`src/rtl/fir_coef_sequencer.sv`:
```
// fir_coef_sequencer: run-time coefficient controller for the fir tap chain.
//   Collects TAPS serial 32-bit words into a shadow bank and range-checks
//   each one against CWIDTH. A clean load is swapped onto the packed coefs bus
//   in one cycle. settled is then held low until the filter pipeline has
//   flushed every sample that was computed with mixed coefficient sets.
// Ports:
//   clk, rst         clock, asynchronous active-high reset
//   cfg_start        begin a load (sampled only in IDLE)
//   cfg_data/valid   coefficient word stream; cfg_ready = accept
//   cfg_abort        abandon the current load
//   coefs            active bank; tap k at [(TAPS-1-k)*32 +: 32]
//   busy             high in LOAD and SWAP
//   settled          filter output consistent with active coefs
//   coef_update      one-cycle pulse in the SWAP cycle
//   load_err         one-cycle pulse after a load is discarded
module fir_coef_sequencer #(
  parameter int TAPS    = 27,
  parameter int CWIDTH  = 16,
  parameter int LATENCY = TAPS + 2
) (
  input  logic                 clk,
  input  logic                 rst,
  input  logic                 cfg_start,
  input  logic [31:0]          cfg_data,
  input  logic                 cfg_valid,
  output logic                 cfg_ready,
  input  logic                 cfg_abort,
  output logic [TAPS*32-1:0]   coefs,
  output logic                 busy,
  output logic                 settled,
  output logic                 coef_update,
  output logic                 load_err
);
  localparam int IW = (TAPS > 1) ? $clog2(TAPS) : 1;
  localparam int SW = $clog2(LATENCY + 1);

  typedef enum logic [1:0] {SETTLE, IDLE, LOAD, SWAP} state_t;

  state_t          r_state, w_next;
  logic [IW-1:0]   r_wcnt;
  logic [SW-1:0]   r_scnt;
  logic            r_bad;
  logic            r_load_err;
  logic [31:0]     r_shadow [TAPS];
  logic [31:0]     r_active [TAPS];

  // Word is in range when everything from bit CWIDTH-1 upward is a copy of
  // the sign bit.
  logic [32-CWIDTH:0] w_hi;
  logic               w_in_range, w_last, w_hs, w_good, w_discard;

  assign w_hi       = cfg_data[31:CWIDTH-1];
  assign w_in_range = (&w_hi) | ~(|w_hi);
  assign w_last     = (r_wcnt == IW'(TAPS - 1));
  assign w_hs       = (r_state == LOAD) & cfg_valid & ~cfg_abort;
  assign w_good     = ~r_bad & w_in_range;
  // Abort wins over a simultaneous handshake.
  assign w_discard  = (r_state == LOAD) &
                      (cfg_abort | (w_hs & w_last & ~w_good));

  // State register
  always_ff @(posedge clk or posedge rst) begin
    if (rst) r_state <= SETTLE;
    else     r_state <= w_next;
  end

  // Next-state logic
  always_comb begin
    w_next = r_state;
    case (r_state)
      SETTLE: if (r_scnt <= SW'(1)) w_next = IDLE;
      IDLE:   if (cfg_start) w_next = LOAD;
      LOAD: begin
        if (cfg_abort)            w_next = IDLE;
        else if (w_hs && w_last)  w_next = w_good ? SWAP : IDLE;
      end
      SWAP:   w_next = SETTLE;
      default: w_next = SETTLE;
    endcase
  end

  // Outputs
  always_comb begin
    cfg_ready   = (r_state == LOAD);
    busy        = (r_state == LOAD) | (r_state == SWAP);
    settled     = (r_state == IDLE) | (r_state == LOAD);
    coef_update = (r_state == SWAP);
    load_err    = r_load_err;
  end

  // Datapath: counters, sticky range flag, shadow and active banks
  always_ff @(posedge clk or posedge rst) begin
    if (rst) begin
      r_wcnt     <= '0;
      r_scnt     <= SW'(LATENCY);
      r_bad      <= 1'b0;
      r_load_err <= 1'b0;
      for (int k = 0; k < TAPS; k++) begin
        r_shadow[k] <= '0;
        r_active[k] <= '0;
      end
    end else begin
      r_load_err <= w_discard;
      case (r_state)
        SETTLE: r_scnt <= r_scnt - 1'b1;
        IDLE: begin
          if (cfg_start) begin
            r_wcnt <= '0;
            r_bad  <= 1'b0;
          end
        end
        LOAD: begin
          if (w_hs) begin
            r_shadow[r_wcnt] <= cfg_data;
            r_wcnt           <= r_wcnt + 1'b1;
            if (!w_in_range) r_bad <= 1'b1;
          end
        end
        SWAP: begin
          for (int k = 0; k < TAPS; k++) r_active[k] <= r_shadow[k];
          r_scnt <= SW'(LATENCY);
        end
        default: ;
      endcase
    end
  end

  for (genvar k = 0; k < TAPS; k++) begin : g_pack
    assign coefs[(TAPS-1-k)*32 +: 32] = r_active[k];
  end

endmodule

```
`config.mk`:
```
export PLATFORM = sky130hd
export DESIGN_NAME = fir_coef_sequencer
export DESIGN_NICKNAME = d
export VERILOG_FILES = /design/src/rtl/fir_coef_sequencer.sv
export SDC_FILE = /design/constraint.sdc
export NUM_CORES = 2
export LEC_CHECK = 0
export ABC_AREA = 1
export BUFFER_PORTS_ARGS = -buffer_cell sky130_fd_sc_hd__buf_2
export CORE_MARGIN = 5
export CORE_UTILIZATION = 55
export CTS_CLUSTER_SIZE = 12
export DETAILED_ROUTE_END_ITERATION = 10
export GPL_TIMING_DRIVEN = 0
export PLACE_DENSITY = 0.82
export RECOVER_POWER = 50
export SYNTH_ARGS = -nofsm -noshare
export SYNTH_HDL_FRONTEND = slang
export SYNTH_SLANG_ARGS = --single-unit
export TNS_END_PERCENT = 50
```
`constraint.sdc`:
```
create_clock -name clk -period 56.6 [get_ports clk]
set_clock_uncertainty 0.15 [all_clocks]
set_input_delay 0 -clock clk [delete_from_list [all_inputs] [get_ports clk]]
set_output_delay 0 -clock clk [all_outputs]
set_load 0.05 [all_outputs]
```
Word-level counts from Yosys, hierarchy flattened
Index checks and enable logic that the tools add are counted.
Word-level totals
  bits in registers: 1742
  input port bits: 37
  output and inout bits: 869
  logic and storage cells: 116
Operators by class
  add/subtract/negate cells: 2
  magnitude comparators: 3
  eq/ne operators: 9
  mux-type cells: 17
  bitwise logic cells: 15
  reductions and logical operators: 11
Operators with widths (count)
  bitwise mux 864 bit: 1
  demux 32 bit (select 5 bit): 1
  2-to-1 mux 32 bit: 1
  case mux 5 bit (2 select lines): 2
  AND reduction 17 bit: 1
  OR reduction 17 bit: 1
  2-to-1 mux 2 bit: 5
  2-to-1 mux 5 bit: 2
  case mux 2 bit (4 select lines): 1
  AND 1 bit: 6
  greater-or-equal comparator 6 bit (second input constant): 1
  < comparator 6 x 1 -> 1 bit (second input constant): 1
  inequality test 2 bit (second input constant): 3
  NOT 5 -> 6 bit: 1
  AND reduction 3 bit: 2
  adder 5 x 1 -> 5 bit (second input constant): 1
  == test 5 bit (second input constant): 1
  <= comparator 5 x 1 -> 1 bit (second input constant): 1
  subtractor 5 x 1 -> 5 bit (second input constant): 1
  == test 2 bit (second input constant): 2
  NOT 1 bit: 4
  OR 1 bit: 4
  AND reduction 4 bit: 1
  nonzero test 2 bit: 2
  8 further kinds: 11

Longest topological paths before layout
  word-level depth: 8
  mapped depth: 10

Worst setup path before layout
Ideal clock, no wire load.
  path kind: register to register
  from: register r_state[0]
  to: register r_shadow[763] (netlist name)
  data arrival time: 2.195 ns
  slack: 54.122 ns
  stages on the path, launching flop included: 11
  path buffers: 1
  clock period less this slack: 2.478 ns
  cell sequence: dfrtp_1 > inv_1 > ha_1 > nand2_1 > nor2_4 > inv_2 > nor2_2 > nand2_2 > clkbuf_1 > nand2_1 > o21ai_0
Between the ends
  longest elaborated chain between the ends: 4
RTL lines
  start, declared: line 39  | state_t r_state, w_next;
  start signal, assigned: line 64  | else r_state <= w_next;
  == test 2 bit (*)
  net cfg_ready: line 26  | output logic cfg_ready,
  AND 1 bit (2 in series): line 55  | assign w_hs = (r_state == LOAD) & cfg_valid & ~cfg_abort;
  AND reduction 2 bit (no line) (*)
  end signal, assigned by index: line 114  | r_shadow[r_wcnt] <= cfg_data;
  end, declared: line 44  | logic [31:0] r_shadow [TAPS];
Mark *: on every way through the listed nets, which the timed path passes. The rest lies on a longest branch.
A chain may end at the register's enable or synchronous reset.

==> reports/summary.md <==
### Status
• finished with violations — run status
• capacitance limit, slew limit — failing checks

### Clock network
• 44 — hold-fix buffers at CTS
• 3 — CTS Buffer Depth
• 171 — number of buffers inserted during clock tree synthesis
• 4 — H-Tree Level Count
• 0.06 ns — post-CTS clock slew at the launch and capture registers of the worst setup and hold paths
• 0 — number of buffers added for setup after CTS
• 1742 — clock tree sinks
• 0 — post-cts resize count
• yes — CTS tree
• 0.78 ns — clk_lat worst skew
• clkbuf_16 — clock root buffer

### Worst setup path
• 5.12 ns — Critical Path Max Stage Delay
• async pin — type of element capturing the critical path
• primary input — startpoint types
• clkbuf_1 — Slowest-stage cell, CP
• in2async — category of the most critical setup path
• 55.71 ns — required arrival time at the worst endpoint
• clkbuf_1 — most common cell type on the critical path
• dlygate4sd3_1 -> buf_2 -> dlygate4sd3_1 -> clkinvlp_2 -> clkbuf_1 -> clkbuf_1 -> clkbuf_1 — worst-path cell chain
• 52.16 ns — worst-case register-to-register setup slack
• r_state[0] — start of the worst register-to-register path
• 7 — depth of the critical timing path with buffers and inverters included
• 8 — depth of the most critical reg-to-reg path
• 7 — count of buffer and inverter cells on the critical path
• buffers and inverters — category of cells accounting for the largest share of critical-path delay
• 138 — critical path peak fanout
• coefs[229] — endpoint of the most critical register-to-register path
• 16.86 ns — Worst Path Arrival

### Die
• 124 — row count
• 906 — io pins
• 350 um — x dimension of the die
• 122000 um2 — Die Area
• 350 um — chip height
• 0.555 — Initial Utilization
• 115000 um2 — placeable core region

### Synth
• 26 — number of library cell types mapped by synthesis
• 6733 — Syn Nets
• 0 — count of flip-flops with a built-in enable after synthesis
• 0 — Synth Warn #
• dfrtp_1 — prevailing post-synth register cell
• 6686 — number of standard cells after synthesis
• 0.686 — share of synthesized area occupied by flip-flops and latches
• 9.50 um2 — Post-Syn Area per Cell
• dfrtp_1 68%, nand2_1 20%, o21ai_0 6.3%, clkbuf_1 2.2%, a21oi_1 0.55% — top post-synthesis cells by area
• 63500 um2 — post-synthesis cell area
• 1.00 — ys async rst share
• 0.685 — area share of the leading cell type in the synthesized netlist
• 1742 — post-synthesis register bit count
• nand2_1 — most repeated cell in the gate-level netlist after synthesis
• dfrtp_1 — Synth area leader
• 3433 x nand2_1, 1738 x dfrtp_1, 794 x o21ai_0 — most numerous cell types in the synthesized netlist

### Power
• 2.01 mW — cell-internal power
• 0.446 — portion of total power attributed to sequential cells
• 0.0280 mV — maximum VDD drop
• 0.345 — fraction of power spent switching nets
• 38.5 nW — leakage dissipation
• 3.08 mW — total power draw
• 0.347 — power share of the clock group
• 41.2 nW/um2 — total power divided by cell area
• 1.06 mW — net switching power
• 0.207 — combinational cell fraction of total power

### Global routing
• 340000 um — first-pass GRT wire length
• 0.117 — GR Util met3
• 0.553 — met2 usage in global routing
• 0.376 — All-Layer GR Usage
• 0.469 — global-route met1 utilization
• 143 — maximum number of pins on one net before global-route repair
• 53800 — vias in the first global route
• 0 — grt total ovfl
• met2 — global route hottest layer
• 27 — antenna violations before repair

### Detailed routing
• 24.6 um — routed length per instance
• 0 — count of unresolved DRC violations after routing
• 6890 — number of DRC violations after detailed-routing iteration 0
• 8 — drt first pass iters
• 232000 um — total wire length
• 54900 — via count
• 0 — Antenna Nets Post-Route
• 5.82 — vias per std cell

### Timing
• 17.75 ns — minimum clock period after layout
• -3.74 — Slew Limit Headroom
• 0.0564 GHz — Max Fclk
• 0 — final count of negative-setup-slack endpoints
• 0.314 — fraction of the cycle the final worst path needs
• 7.11 ns — pin slew with the least headroom to its limit
• 38.85 ns — final setup margin
• no — unrepaired setup endpoints after global routing
• 0 ns — TNS Setup
• 0 — number of failing hold endpoints at the final stage
• 938 — Final Max Tran Viols

### Final layout
• 17.5% — Synth-to-Final Area Change
• 7873 — number of nets in the final layout
• 9437 — non-filler instance count after layout
• 0.0401 — ratio of cells with drive above 1 in the final layout

### Run
• 11 — number of maximum-capacitance constraint violations

### Hold path
• r_shadow[223] — terminating pin of the worst hold path
• 4 — number of cells on the worst hold path
• cfg_data[31] — Hold Startpoint
• in2reg — hold crit path type

### Placement
• 52.42 ns — worst slack at placement
• 9120 — post-placement cell count
• 905 — Port Buffers
• 0.935 — weighted congestion at the end of routability-driven global placement
• 160000 um — Detailed Place HPWL

==> routing by layer <==
metal	vias up	share of wire	wire length (um)
met5	-	0.00026	60
met4	4	0.094	21800
met2	3812	0.43	101000
li1	23100	-	-
met1	27000	0.35	81400
met3	983	0.12	27800
==> cell usage in the layout, fill, tap and decap left out, types with 18 or more instances in the layout <==
cell / netlist / final
dfrtp_1: 1738 / 1738
dlygate4sd3_1: 0 / 44
buf_2: 43 / 67
nand2_1: 3433 / 3441
o21ai_1: 19 / 19
inv_1: 60 / 62
diode_2: 0 / 27
a21oi_1: 70 / 70
clkbuf_8: 0 / 18
o21ai_0: 794 / 794
nor2_1: 85 / 87
clkbuf_16: 0 / 177
clkbuf_1: 369 / 1284
==> how the worst max path moves through the flow <==
stage	startpoint	end	slack, ns
4_1_cts	r_state[0]	coefs[63]	52.44
2_1_floorplan	rst	coefs[0]	7.28
6_report	rst	coefs[445]	38.85
5_1_grt	rst	coefs[445]	35.30
3_5_place_dp	r_state[0]	coefs[191]	52.42
3_3_place_gp	rst	coefs[215]	-8.19
==> worst reg2reg max path: cells and delay by family (launching register included) <==
kind | cells | cell delay (ns)
buffers and inverters | 5 | 3.16
DFF | 1 | 0.42
adders and majority gates | 1 | 0.34
and+or+nand+nor | 2 | 0.29
==> area by class of cell <==
cell class,count,area [um2]
Sequential cell,1742,43600
Fill cell,9050,39800
Multi-Input combinational cell,4457,18000
Clock buffer,227,4800
Timing Repair Buffer,967,4190
Tap cell,1512,1890
Buffer,421,1630
Inverter,66,249
Clock inverter,18,238
Antenna cell,27,67.6
==> kinds of logic (layout without fill, tap and decap cells) <==
| kind of cell | after synthesis | after routing | synth area share |
|---|---|---|---|
| DFF | 1742 | 1742 | 0.686 |
| buffers and inverters | 487 | 1699 | 0.0297 |
| AOI/OAI and AO/OA | 886 | 886 | 0.0699 |
| adders and majority gates | 10 | 10 | 0.00197 |
| xor gates and xnor gates | 1 | 1 | 0.000138 |
| and+or+nand+nor | 3560 | 3560 | 0.212 |
| other | 0 | 27 | 0 |
==> power by group through the flow <==
| stage | Combinational, mW | Clock [mW] | Sequential (mW) |
|---|---|---|---|
| after global routing | 0.678 | 1.12 | 1.38 |
| after CTS | 0.640 | 1.07 | 1.37 |
| final | 0.637 | 1.07 | 1.37 |
| after floorplan | 0.278 | 0 | 1.51 |
| after global placement | 0.615 | 0 | 1.39 |
| after detailed placement | 0.631 | 0 | 1.39 |
==> metrics by stage <==
step	util	hold WS (ns)	instance area, um2
3_3_place_gp	0.611	0.209	70000
2_1_floorplan	-	-0.0290	63500
5_1_grt	0.652	0.0811	74600
4_1_cts	0.663	0.0106	75900
3_5_place_dp	0.615	-0.104	70400
6_report	0.652	0.0682	74700
==> flip-flops by register name (all words and copies together) (netlist names) <==
signal / cells
load_err: 1
r_shadow: 864
r_wcnt: 5
r_bad: 1
r_scnt: 5
coefs: 864
r_state: 2
Note: power is estimated with default switching activity, not from simulation.
